**src/rtl/if_prefetch.sv**
```systemverilog
// Instruction fetch front end: issues req/gnt/rvalid bus fetches, buffers
// returned words with their addresses in a small FIFO, and presents one
// instruction per cycle to the IF/ID register. Jumps redirect the fetch PC,
// flush the FIFO and squash responses still in flight.
module if_prefetch #(
  parameter int unsigned DEPTH      = 3,
  parameter logic [31:0] RESET_ADDR = 32'h0
) (
  input  logic        clk_i,
  input  logic        rst_i,
  input  logic [2:0]  hold_flag_i,
  input  logic        jump_flag_i,
  input  logic [31:0] jump_addr_i,
  output logic        instr_req_o,
  output logic [31:0] instr_addr_o,
  input  logic        instr_gnt_i,
  input  logic        instr_rvalid_i,
  input  logic [31:0] instr_rdata_i,
  output logic [31:0] inst_o,
  output logic [31:0] inst_addr_o,
  output logic        inst_valid_o
);

  localparam logic [2:0]  HOLD_PC  = 3'b001;
  localparam logic [31:0] INST_NOP = 32'h0000_0013;
  localparam int unsigned CW = $clog2(DEPTH + 1);
  localparam int unsigned PW = (DEPTH > 1) ? $clog2(DEPTH) : 1;

  logic [31:0]   fetchPc_q, fetchPc_d;
  logic [31:0]   respPc_q, respPc_d;
  logic [31:0]   redirPc_q, redirPc_d;
  logic          redirPending_q, redirPending_d;
  logic          reqPending_q, reqPending_d;
  logic [CW-1:0] outstanding_q, outstanding_d;
  logic [CW-1:0] discard_q, discard_d;
  logic [CW-1:0] count_q, count_d;
  logic [PW-1:0] rdPtr_q, rdPtr_d;
  logic [PW-1:0] wrPtr_q, wrPtr_d;
  logic [31:0]   addrMem_q [DEPTH];
  logic [31:0]   dataMem_q [DEPTH];

  logic        stall, creditOk, reqOut, gntFire, push, pop, headValid;
  logic [31:0] jumpPc;

  function automatic logic [PW-1:0] ptrNext(input logic [PW-1:0] p);
    return (p == PW'(DEPTH - 1)) ? '0 : p + PW'(1);
  endfunction

  assign stall     = (hold_flag_i >= HOLD_PC);
  assign jumpPc    = jump_addr_i & 32'hFFFF_FFFC;
  assign creditOk  = ({1'b0, count_q} + {1'b0, outstanding_q}) < (CW + 1)'(DEPTH);
  assign reqOut    = ~rst_i & (reqPending_q | creditOk);
  assign gntFire   = reqOut & instr_gnt_i;
  assign push      = instr_rvalid_i & ~jump_flag_i & (discard_q == '0);
  assign pop       = (count_q != '0) & ~stall & ~jump_flag_i;
  assign headValid = (count_q != '0) & ~rst_i;

  assign instr_req_o  = reqOut;
  assign instr_addr_o = fetchPc_q;
  assign inst_valid_o = headValid;
  assign inst_o       = headValid ? dataMem_q[rdPtr_q] : INST_NOP;
  assign inst_addr_o  = headValid ? addrMem_q[rdPtr_q] : 32'h0;

  // Next-state for PCs, bus accounting, discard credit and FIFO pointers; a jump overrides everything else.
  always_comb begin
    fetchPc_d      = fetchPc_q;
    respPc_d       = respPc_q;
    redirPc_d      = redirPc_q;
    redirPending_d = redirPending_q;
    discard_d      = discard_q;
    count_d        = count_q;
    rdPtr_d        = rdPtr_q;
    wrPtr_d        = wrPtr_q;
    reqPending_d   = reqOut & ~instr_gnt_i;
    outstanding_d  = outstanding_q + CW'(gntFire) - CW'(instr_rvalid_i);

    if (jump_flag_i) begin
      count_d   = '0;
      rdPtr_d   = '0;
      wrPtr_d   = '0;
      respPc_d  = jumpPc;
      discard_d = outstanding_d;
      if (reqOut && !instr_gnt_i) begin
        redirPending_d = 1'b1;
        redirPc_d      = jumpPc;
      end else begin
        redirPending_d = 1'b0;
        fetchPc_d      = jumpPc;
      end
    end else begin
      if (gntFire) begin
        if (redirPending_q) begin
          fetchPc_d      = redirPc_q;
          redirPending_d = 1'b0;
        end else begin
          fetchPc_d = fetchPc_q + 32'd4;
        end
      end
      discard_d = discard_q
                  - CW'(instr_rvalid_i && (discard_q != '0))
                  + CW'(gntFire && redirPending_q);
      if (push) begin
        respPc_d = respPc_q + 32'd4;
        wrPtr_d  = ptrNext(wrPtr_q);
      end
      if (pop) begin
        rdPtr_d = ptrNext(rdPtr_q);
      end
      count_d = count_q + CW'(push) - CW'(pop);
    end
  end

  // Control state register with synchronous reset.
  always_ff @(posedge clk_i) begin
    if (rst_i) begin
      fetchPc_q      <= RESET_ADDR;
      respPc_q       <= RESET_ADDR;
      redirPc_q      <= RESET_ADDR;
      redirPending_q <= 1'b0;
      reqPending_q   <= 1'b0;
      outstanding_q  <= '0;
      discard_q      <= '0;
      count_q        <= '0;
      rdPtr_q        <= '0;
      wrPtr_q        <= '0;
    end else begin
      fetchPc_q      <= fetchPc_d;
      respPc_q       <= respPc_d;
      redirPc_q      <= redirPc_d;
      redirPending_q <= redirPending_d;
      reqPending_q   <= reqPending_d;
      outstanding_q  <= outstanding_d;
      discard_q      <= discard_d;
      count_q        <= count_d;
      rdPtr_q        <= rdPtr_d;
      wrPtr_q        <= wrPtr_d;
    end
  end

  // FIFO storage; contents need no reset because count gates visibility.
  always_ff @(posedge clk_i) begin
    if (push) begin
      addrMem_q[wrPtr_q] <= respPc_q;
      dataMem_q[wrPtr_q] <= instr_rdata_i;
    end
  end

  // The credit limit guarantees a kept response never lands in a full FIFO.
  always_ff @(posedge clk_i) begin
    if (!rst_i && push) begin
      assert (count_q < CW'(DEPTH));
    end
  end

endmodule

```
**config.mk**
```make
export PLATFORM = sky130hd
export DESIGN_NAME = if_prefetch
export DESIGN_NICKNAME = d
export VERILOG_FILES = /design/src/rtl/if_prefetch.sv
export SDC_FILE = /design/constraint.sdc
export NUM_CORES = 1
export LEC_CHECK = 0
export ABC_AREA = 0
export ABC_CLOCK_PERIOD_IN_PS = 6900
export CAP_MARGIN = 0
export CELL_PAD_IN_SITES_DETAIL_PLACEMENT = 0
export CELL_PAD_IN_SITES_GLOBAL_PLACEMENT = 1
export CORE_ASPECT_RATIO = 1.4
export CORE_MARGIN = 2
export CORE_UTILIZATION = 40
export DETAILED_ROUTE_END_ITERATION = 8
export PLACE_DENSITY_LB_ADDON = 0.1
export SLEW_MARGIN = 20
export SYNTH_ARGS = -nofsm -noshare
export SYNTH_HDL_FRONTEND = slang
export SYNTH_SLANG_ARGS = --single-unit
```
**constraint.sdc**
```tcl
create_clock -name clk_i -period 6.9 [get_ports clk_i]
set_input_delay 0.69 -clock clk_i [delete_from_list [all_inputs] [get_ports clk_i]]
set_output_delay 0.69 -clock clk_i [all_outputs]
set_load 0.05 [all_outputs]
```
==> results of run 1 <==
[synth_stat cells (13+ instances only)]
library cell,instances,area share
nor2_1,195,0.057
edfxtp_1,186,0.44
a21oi_1,104,0.041
dfxtp_1,104,0.16
mux2i_1,97,0.076
nand2_1,67,0.020
clkbuf_1,53,0.016
o21ai_0,52,0.020
xnor2_1,33,0.023
nand3_1,22,0.0086
inv_1,20,0.0059
nand4_1,17,0.0083
a211oi_1,15,0.0088
and3_1,15,0.0073
nor3_1,14,0.0055
nor4_1,13,0.0064
[power breakdown]
part	total, mW	internal (mW)	switching, mW	leakage [nW]
clock network	1.62	0.961	0.654	0.482
logic	0.465	0.176	0.288	2.38
registers	2.00	1.94	0.0666	2.56
[area by class of cell]
type                    count  area share
flip-flops and latches    290      0.4885
clock buffers              35     0.05017
clock inverters            18     0.01266
multi-input cells         774      0.3016
inverters                  20    0.004778
repair buffers            179      0.1109
well taps                 395     0.03146
[metrics by stage]
| step | power (mW) | util | cells | instance area [um2] | setup WS (ns) |
|---|---|---|---|---|---|
| 2_1_floorplan | 2.337 | - | 1159 | 12790 | 0.1072 |
| 3_3_place_gp | 2.503 | 0.4673 | 1658 | 14720 | 3.078 |
| 3_5_place_dp | 2.509 | 0.4673 | 1658 | 14720 | 3.037 |
| 4_1_cts | 4.136 | 0.4987 | 1711 | 15710 | 2.918 |
| 5_1_grt | 4.252 | 0.4987 | 1711 | 15710 | 2.763 |
| 6_report | 4.083 | 0.4987 | 1711 | 15710 | 3.016 |
[state kept, by name, summed over array words and instances, names as in the netlist, named ones only]
name,count
dataMem_q,96
addrMem_q,90
instr_addr_o,30
redirPc_q,30
respPc_q,30
count_q,2
discard_q,2
outstanding_q,2
rdPtr_q,2
wrPtr_q,2
redirPending_q,1
reqPending_q,1
[placed cells by master (no fill, tap or decap), drive strengths merged, types with 3 or more instances in the layout]
cell type and count:
xnor2 33, nand2 67, and3 15, o21ai 54
bufinv 4, clkbuf 35, a21boi 3, ha 9
a211oi 18, clkdlybuf4s50 161, nand2b 6, mux2 3
o31ai 5, nand4 18, xor2 10, clkinv 11
and2 7, nor2b 4, nor4 17, a31oi 10
mux2i 97, o211ai 4, buf 18, inv 20
edfxtp 186, nor2 195, nor3b 5, conb 4
o21a 5, a21oi 104, dfxtp 104, nand3 22
clkinvlp 3, a311oi 5, and4 11, nor3 15
or3 5
[worst max-delay path, delay by kind of cell, from the launching register on]
| kind | cells | cell delay (ns) |
|---|---|---|
| buffers and inverters | 2 | 1.54 |
| AOI/OAI and AO/OA | 1 | 0.07 |
| muxes | 1 | 0.18 |
| DFF | 1 | 0.52 |
| and+or+nand+nor | 2 | 0.25 |
[layer usage]
| layer | vias to the layer above | track usage | share of wire |
|---|---|---|---|
| met1 | 4267 | 0.2374 | 0.45 |
| met5 | - | 0 | 0 |
| met4 | 0 | 0.05000 | 0.019 |
| met2 | 194 | 0.3147 | 0.49 |
| li1 | 4465 | - | - |
| met3 | 38 | 0.02731 | 0.045 |
[kinds of logic after synthesis]
group	Yosys count	synth area share
XOR/XNOR	43	0.02948
flip-flops	290	0.6002
buffers and inverters	95	0.03261
other	1	0.0002935
AND/OR/NAND/NOR	392	0.1446
AO/OA/AOI/OAI	225	0.1038
multiplexers	100	0.07865
adder cells (fa/ha/maj)	10	0.01038
[path summary, 6_finish.rpt]
path	startpoint	endpoint	slack [ns]	depth (start not counted)
setup / recovery	register	inst_addr_o[2]	3.02	6
hold / removal	redirPc_q[10]	redirPc_q[10]	0.46	2
setup reg to reg	count_q[0]	redirPc_q[29]	3.47	9
hold reg to reg	redirPc_q[10]	redirPc_q[10]	0.46	2
==> key figures, run 1 <==
Routing
  • Overall routed net length: 30,740 um
  • Via count: 8,964
  • Antenna-violating nets left: 0
  • Vias per inst: 5.239
  • First drt pass iteration count: 4
  • # DRC: 0
  • DR WL/cell: 17.96 um
  • Drt first-iter violations: 399

Placement
  • RePlAce Congestion: 0.7977
  • PortBufs: 163
  • DP HPWL: 19,310 um

Timing
  • Setup Skew: 0.01125 ns
  • Headroom to the max-slew limit: 0.2908
  • Fin Hold WS: 0.4624 ns
  • RSZ-0062 raised after global routing: no
  • Setup TNS: 0 ns
  • Final setup fails: 0
  • Fin. Hold Viols: 0
  • Final critical-path share of the clock period: 0.5629
  • Min cycle time layout: 3.884 ns
  • Max Freq: 257.5 MHz
  • Max Slew Vio Count: 0
  • Actual slew at the worst max-slew pin: 1.054 ns

Final layout
  • Layout net count: 1,376
  • Proportion of layout cells with a drive suffix above 1: 0.07067
  • Fill cells: 2,875
  • Layout area overhead: 22.99%
  • Ant diodes: 0
  • Reg area: 7675 um2
  • Footprint of the multi-input gates: 4738 um2

CTS
  • Postcts setup bufs: 0
  • Post_cts resized: 0
  • CTS Buffer Depth: 3
  • H-tree depth: 1
  • CTS tree: yes
  • Hold Buf Count CTS: 0
  • Clock sinks: 290
  • Num CTS Buffers: 29
  • Worst-path clk slew: 0.06 ns
  • Root Driver: clkbuf_16
  • Worst-Skew Late Latency: 0.54 ns

Power
  • IR drop worst, VDD: 0.0001639 V
  • Pleak: 5.425 nW
  • Power density over the cells: 259.9 nW/um2

Die
  • Initial core utilization: 0.4055
  • Total Die Area: 33,400 um2
  • # IOs: 170
  • Row count: 77
  • DIE WIDTH: 155.0 um
  • Die Ht: 215.5 um
  • Core box area: 31,500 um2

Logic synthesis
  • Mapped Cells: 1,156
  • Mapped Area: 12,770 um2
  • Post-synth EDFFs: 186
  • Synth warn: 0
  • Post-synthesis cell type count: 62
  • Async SR Flop Fraction: 0
  • Dominant synthesized flop cell: edfxtp_1
  • Register area share after synthesis: 0.6002
  • Avg Inst Size Synth: 11.05 um2
  • #FFs+latches synth: 290

Worst setup path
  • Critical path type: register to output pin
  • Startpoint types: register
  • Setup crit end kind: output pin
  • CP dominant cell by count: nor2_1
  • Worst path max stage delay: 0.81 ns
  • CP required: 6.21 ns
  • Slowest stage cell, crit path: clkdlybuf4s50_1
  • Worst path cell trace: buf_4 > mux2i_1 > nor2_1 > a21oi_1 > nor2_1 > clkdlybuf4s50_1
  • Worst Path Max Fanout: 47
  • Crit path DAT: 3.19 ns

GRT
  • Antenna violations before repair: 0
  • Vias in the first global route: 8,751
  • First-pass GRT wire length: 48,440 um
  • Grt total ovfl: 0
  • GR Util All Layers: 0.1819
  • Largest net degree at the start of global routing: 63

Status
  • Status: completed

Run
  • Max cap viols: 0

Min path
  • Hold Crit Class: register to register
(Power assumes the default switching activity.)
==> run 2: changes to the inputs <==
--- a/config.mk
+++ b/config.mk
@@ -6,13 +6,13 @@
 export NUM_CORES = 1
 export LEC_CHECK = 0
 export ABC_AREA = 0
-export ABC_CLOCK_PERIOD_IN_PS = 6900
+export ABC_CLOCK_PERIOD_IN_PS = 3600
 export CAP_MARGIN = 0
 export CELL_PAD_IN_SITES_DETAIL_PLACEMENT = 0
 export CELL_PAD_IN_SITES_GLOBAL_PLACEMENT = 1
 export CORE_ASPECT_RATIO = 1.4
 export CORE_MARGIN = 2
-export CORE_UTILIZATION = 40
+export CORE_UTILIZATION = 44
 export DETAILED_ROUTE_END_ITERATION = 8
 export PLACE_DENSITY_LB_ADDON = 0.1
 export SLEW_MARGIN = 20
==> constraint.sdc (replaced) <==
create_clock -name clk_i -period 3.6 [get_ports clk_i]
set_input_delay 0.36 -clock clk_i [delete_from_list [all_inputs] [get_ports clk_i]]
set_output_delay 0.36 -clock clk_i [all_outputs]
set_load 0.05 [all_outputs]
==> key figures, run 2 (synthesized netlist as in run 1, its figures left out) <==
GRT
  • Grt total ovfl: 0 (unchanged)
  • GR Util All Layers: 0.1938 (+0.01189)
  • Largest net degree at the start of global routing: 74 (+17%)
  • Antenna violations before repair: 0 (unchanged)
  • First-pass GRT wire length: 46,890 um (-3.2%)
  • Vias in the first global route: 8,629 (-1.4%)

Worst setup path
  • Crit path DAT: 2.92 ns (-0.27 ns)
  • Worst Path Max Fanout: 5 (-89%)
  • Critical path type: register to output pin
  • CP required: 3.24 ns (-2.97 ns)
  • Setup crit end kind: output pin
  • Startpoint types: register

Final layout
  • Proportion of layout cells with a drive suffix above 1: 0.1120 (+0.04128)
  • Reg area: 7675 um2 (unchanged)
  • Ant diodes: 0 (unchanged)
  • Most flop-heavy register: dataMem_q
  • Final core occ: 0.5471 (+0.04840)
  • Footprint of the multi-input gates: 4747 um2 (+0.18%)
  • Layout area overhead: 22.05%
  • Non-filler cells in the finished layout: 1,697 (-0.82%)
  • Fill cells: 2,546 (-11%)
  • Max FFs per register: 96 (unchanged)
  • Largest registers: dataMem_q x96, addrMem_q x90
  • Layout net count: 1,383 (+0.51%)
  • Most frequent cells in the layout: nor2_1 (195), edfxtp_1 (186), a21oi_1 (104)
  • Commonest non-fill, non-tap cell in the layout: nor2_1

Die
  • Die Ht: 205.6 um (-4.6%)
  • Row count: 73 (-5.2%)
  • # IOs: 170 (unchanged)
  • Initial core utilization: 0.4483 (+0.04278)
  • Core box area: 28,500 um2 (-9.5%)
  • Total Die Area: 30,430 um2 (-8.9%)
  • DIE WIDTH: 148.0 um (-4.5%)

CTS
  • H-tree depth: 1 (unchanged)
  • Post_cts resized: 0 (unchanged)
  • Hold Buf Count CTS: 0 (unchanged)
  • Num CTS Buffers: 28 (-3.4%)
  • CTS Buffer Depth: 3 (unchanged)
  • Root Driver: clkbuf_16
  • Worst-Skew Late Latency: 0.54 ns (about the same)
  • Postcts setup bufs: 0 (unchanged)
  • Worst-path clk slew: 0.06 ns (about the same)
  • Clock sinks: 290 (unchanged)
  • CTS tree: yes

Routing
  • Drt first-iter violations: 494 (+24%)
  • First drt pass iteration count: 5 (+1)
  • Antenna-violating nets left: 0 (unchanged)
  • Overall routed net length: 29,850 um (-2.9%)
  • Vias per inst: 5.351 (+2.1%)
  • # DRC: 0 (unchanged)
  • Via count: 9,081 (+1.3%)
  • DR WL/cell: 17.59 um (-2.1%)

Placement
  • DP HPWL: 19,100 um (-1.1%)
  • Placed cell count: 1,646 (-0.72%)
  • PortBufs: 163 (unchanged)
  • RePlAce Congestion: 0.8410 (+5.4%)

Power
  • IR drop worst, VDD: 0.0003694 V (+130%)
  • Pleak: 5.545 nW (+2.2%)
  • Power density over the cells: 494.4 nW/um2 (+90%)
  • Total Power: 7.708 mW (+89%)

Timing
  • Min cycle time layout: 3.285 ns
  • Setup TNS: 0 ns (unchanged)
  • Fin. Hold Viols: 0 (unchanged)
  • Max Slew Vio Count: 0 (unchanged)
  • Final critical-path share of the clock period: 0.9125
  • Setup Skew: 0.009167 ns (-0.002084 ns)
  • Actual slew at the worst max-slew pin: 0.9324 ns (-0.1217 ns)
  • RSZ-0062 raised after global routing: no
  • Fin Hold WS: 0.09835 ns (-0.3641 ns)
  • Final setup fails: 0 (unchanged)
  • Max Freq: 304.4 MHz
  • Headroom to the max-slew limit: 0.3760 (+0.08523)

Run
  • Max cap viols: 0 (unchanged)

Status
  • Status: completed

Min path
  • Hold Crit Class: primary input to register
## run 2: cell types whose count changed in the layout (fill, tap and decap cells not counted), moves of 3 or more
cell             change
clkinv_2             -3
nor3b_2              -3
clkbuf_1             +4
clkdlybuf4s50_1     -58
clkbuf_8             -4
buf_12               +3
buf_4               +63
## run 2: cell type report
class	instances	share of cell area
flip-flops and latches	290	0.4923
multi-input cells	774	0.3045
repair buffers	187	0.1087
clock buffers	35	0.04799
well taps	375	0.03009
clock inverters	16	0.01172
inverters	20	0.004815
## run 2: final timing paths
check                  endpoint  slack, ns  depth (start not counted)           from
setup / recovery    instr_req_o       0.32                          7     count_q[0]
hold / removal     reqPending_q        0.1                          2          rst_i
setup reg to reg   discard_q[1]       0.95                         11     count_q[0]
hold reg to reg   redirPc_q[20]       0.46                          2  redirPc_q[20]
## run 2: worst max-delay path, cell delays in order (launching register included)
cell,delay [ns]
dfxtp_1,0.42
ha_1,0.20
fa_1,0.43
a21oi_1,0.26
o21ai_1,0.09
buf_4,0.16
inv_1,0.05
clkdlybuf4s50_1,0.79
## run 2: per-stage QoR
| stage | area [um2] | setup slack, ns |
|---|---|---|
| CTS | 15590 | 0.2793 |
| finish | 15590 | 0.3151 |
| global route | 15590 | 0.09234 |
| global placement | 14660 | 0.7993 |
| floorplan | 12820 | 0.09491 |
| detailed placement | 14660 | 0.7483 |
## run 2: report_power, final
| part | internal [mW] | total [mW] | leakage [nW] | switching, mW |
|---|---|---|---|---|
| clock network | 1.75 | 2.97 | 0.445 | 1.21 |
| registers | 3.71 | 3.84 | 2.56 | 0.127 |
| logic | 0.346 | 0.902 | 2.54 | 0.556 |
## run 2: per-layer routing
layer | part of all wire | global-route usage
met4 | 0.021 | 0.05068
met2 | 0.50 | 0.3416
met5 | 0 | 0
met3 | 0.049 | 0.02838
met1 | 0.43 | 0.2499
==> run 3: changes to the inputs <==
--- a/config.mk
+++ b/config.mk
@@ -6,7 +6,7 @@
 export NUM_CORES = 1
 export LEC_CHECK = 0
 export ABC_AREA = 0
-export ABC_CLOCK_PERIOD_IN_PS = 3600
+export ABC_CLOCK_PERIOD_IN_PS = 3700
 export CAP_MARGIN = 0
 export CELL_PAD_IN_SITES_DETAIL_PLACEMENT = 0
 export CELL_PAD_IN_SITES_GLOBAL_PLACEMENT = 1
==> constraint.sdc (replaced) <==
create_clock -name clk_i -period 3.7 [get_ports clk_i]
set_input_delay 0.37 -clock clk_i [delete_from_list [all_inputs] [get_ports clk_i]]
set_output_delay 0.37 -clock clk_i [all_outputs]
set_load 0.05 [all_outputs]
==> key figures, run 3 (synthesized netlist as in run 1, its figures left out) <==
Status
  • Status: completed

Min path
  • Hold Crit Class: primary input to register
  • Hold path endpoint: respPc_q[25]
  • Hold path startpoint: jump_flag_i
  • WHS Path Cells: 4 (+2)

GRT
  • Antenna violations before repair: 0 (unchanged)
  • Largest net degree at the start of global routing: 75 (+1.4%)
  • GR Util All Layers: 0.1952 (+0.001437)
  • Grt total ovfl: 0 (unchanged)
  • Vias in the first global route: 8,701 (+0.83%)
  • First-pass GRT wire length: 47,490 um (+1.3%)

Timing
  • Final critical-path share of the clock period: 0.8851
  • Final WS setup: 0.4253 ns (+0.1102 ns)
  • Headroom to the max-slew limit: 0.3869 (+0.01084)
  • Max Freq: 305.4 MHz
  • Fin. Hold Viols: 0 (unchanged)
  • RSZ-0062 raised after global routing: no
  • Max Slew Vio Count: 0 (unchanged)
  • Min cycle time layout: 3.275 ns
  • Final setup fails: 0 (unchanged)
  • Fin Hold WS: 0.4268 ns (+0.3285 ns)
  • Setup Skew: 0.008631 ns (-0.0005363 ns)
  • Setup TNS: 0 ns (unchanged)
  • Actual slew at the worst max-slew pin: 0.9197 ns (-0.01273 ns)

Die
  • # IOs: 170 (unchanged)
  • Row count: 73 (unchanged)
  • Die Ht: 205.6 um (unchanged)
  • Initial core utilization: 0.4483 (unchanged)
  • Core box area: 28,500 um2 (unchanged)
  • Total Die Area: 30,430 um2 (unchanged)
  • DIE WIDTH: 148.0 um (unchanged)

CTS
  • Worst-Skew Late Latency: 0.54 ns (about the same)
  • Postcts setup bufs: 0 (unchanged)
  • Worst-path clk slew: 0.07 ns (about the same)
  • CTS tree: yes
  • H-tree depth: 1 (unchanged)
  • Post_cts resized: 0 (unchanged)
  • Num CTS Buffers: 28 (unchanged)
  • Hold Buf Count CTS: 0 (unchanged)
  • Root Driver: clkbuf_16
  • CTS Buffer Depth: 3 (unchanged)
  • Clock sinks: 290 (unchanged)

Routing
  • Overall routed net length: 30,110 um (+0.85%)
  • Antenna-violating nets left: 0 (unchanged)
  • DR WL/cell: 17.77 um (+1.0%)
  • Via count: 9,036 (-0.50%)
  • Vias per inst: 5.334 (-0.32%)
  • Drt first-iter violations: 439 (-11%)
  • # DRC: 0 (unchanged)
  • First drt pass iteration count: 4 (-1)

Final layout
  • Layout net count: 1,380 (-0.22%)
  • Most frequent cells in the layout: nor2_1 (195), edfxtp_1 (186), clkdlybuf4s50_1 (128)
  • Max FFs per register: 96 (unchanged)
  • Proportion of layout cells with a drive suffix above 1: 0.09325 (-0.01870)
  • Final core occ: 0.5502 (+0.003117)
  • Ant diodes: 0 (unchanged)
  • Fill cells: 2,524 (-0.86%)
  • Largest registers: dataMem_q x96, addrMem_q x90
  • Most flop-heavy register: dataMem_q
  • Layout area overhead: 22.74%
  • Commonest non-fill, non-tap cell in the layout: nor2_1

Worst setup path
  • Startpoint types: register
  • CP required: 3.33 ns (+0.09 ns)
  • Reg2Reg Setup Slack: 0.85 ns (-0.10 ns)
  • Crit path DAT: 2.90 ns (-0.02 ns)
  • R2R Path End: redirPc_q[31]
  • Worst Reg-to-Reg Cells: 8 (-3)
  • Setup crit end kind: output pin
  • R2r startpoint: count_q[0]
  • Critical path type: register to output pin
  • Worst Path Max Fanout: 5 (unchanged)

Placement
  • DP HPWL: 19,150 um (+0.26%)
  • PortBufs: 163 (unchanged)
  • Worst slack, placed: 0.8108 ns (+0.06245 ns)
  • RePlAce Congestion: 0.8631 (+2.6%)

Run
  • Max cap viols: 0 (unchanged)

Power
  • IR drop worst, VDD: 0.0002931 V (-21%)
  • Power density over the cells: 484.6 nW/um2 (-2.0%)
  • Pleak: 5.492 nW (-0.96%)
-- run 3: changes by cell type in the layout (fill, tap and decap cells not counted), moves of 2 or more --
| cell | change |
|---|---|
| clkbuf_1 | -2 |
| clkdlybuf4s50_1 | +25 |
| buf_4 | -29 |
| clkinvlp_4 | +3 |
-- run 3: stage by stage --
stage               area (um2)  power [mW]  cells
finish                   15680       7.599   1694
floorplan                12820       4.353   1159
global placement         14710       4.670   1643
CTS                      15680       7.678   1694
detailed placement       14710       4.686   1643
global route             15680       7.903   1694
-- run 3: critical path: stages, from the launching register on --
cell             delay, ns
dfxtp_1               0.42
ha_1                  0.20
fa_1                  0.43
a21oi_1               0.25
o21ai_1               0.18
inv_1                 0.09
clkdlybuf4s50_1       0.80
-- run 3: cell type report --
cell class / instances / area [um2] / area share
Tap cell: 375 / 469.2 / 0.02992
Timing Repair Buffer: 184 / 1747 / 0.1114
Sequential cell: 290 / 7675 / 0.4895
Clock inverter: 18 / 226.5 / 0.01444
Inverter: 20 / 75.07 / 0.004788
Multi-Input combinational cell: 774 / 4747 / 0.3027
Clock buffer: 33 / 740.7 / 0.04724
-- run 3: where the power goes --
group | internal, mW | switching (mW)
Combinational | 0.338 | 0.541
Sequential | 3.61 | 0.124
Clock | 1.78 | 1.21
Total | 5.73 | 1.87
-- run 3: worst max-delay path by stage --
stage / slack, ns / startpoint / to
6_report: 0.43 / count_q[0] / instr_req_o
5_1_grt: 0.16 / count_q[0] / instr_req_o
4_1_cts: 0.38 / count_q[0] / instr_req_o
3_5_place_dp: 0.81 / count_q[0] / redirPc_q[31]
3_3_place_gp: 0.86 / count_q[0] / redirPc_q[22]
2_1_floorplan: 0.18 / jump_flag_i / addrMem_q[1][10]
-- run 3: metal layers --
layer,vias to the layer above,share of wire,wire [um],track usage
met4,0,0.025,750,0.05748
met2,207,0.49,14850,0.3441
li1,4468,-,-,-
met1,4320,0.43,13030,0.2478
met5,-,0,0,0
met3,41,0.049,1482,0.03060
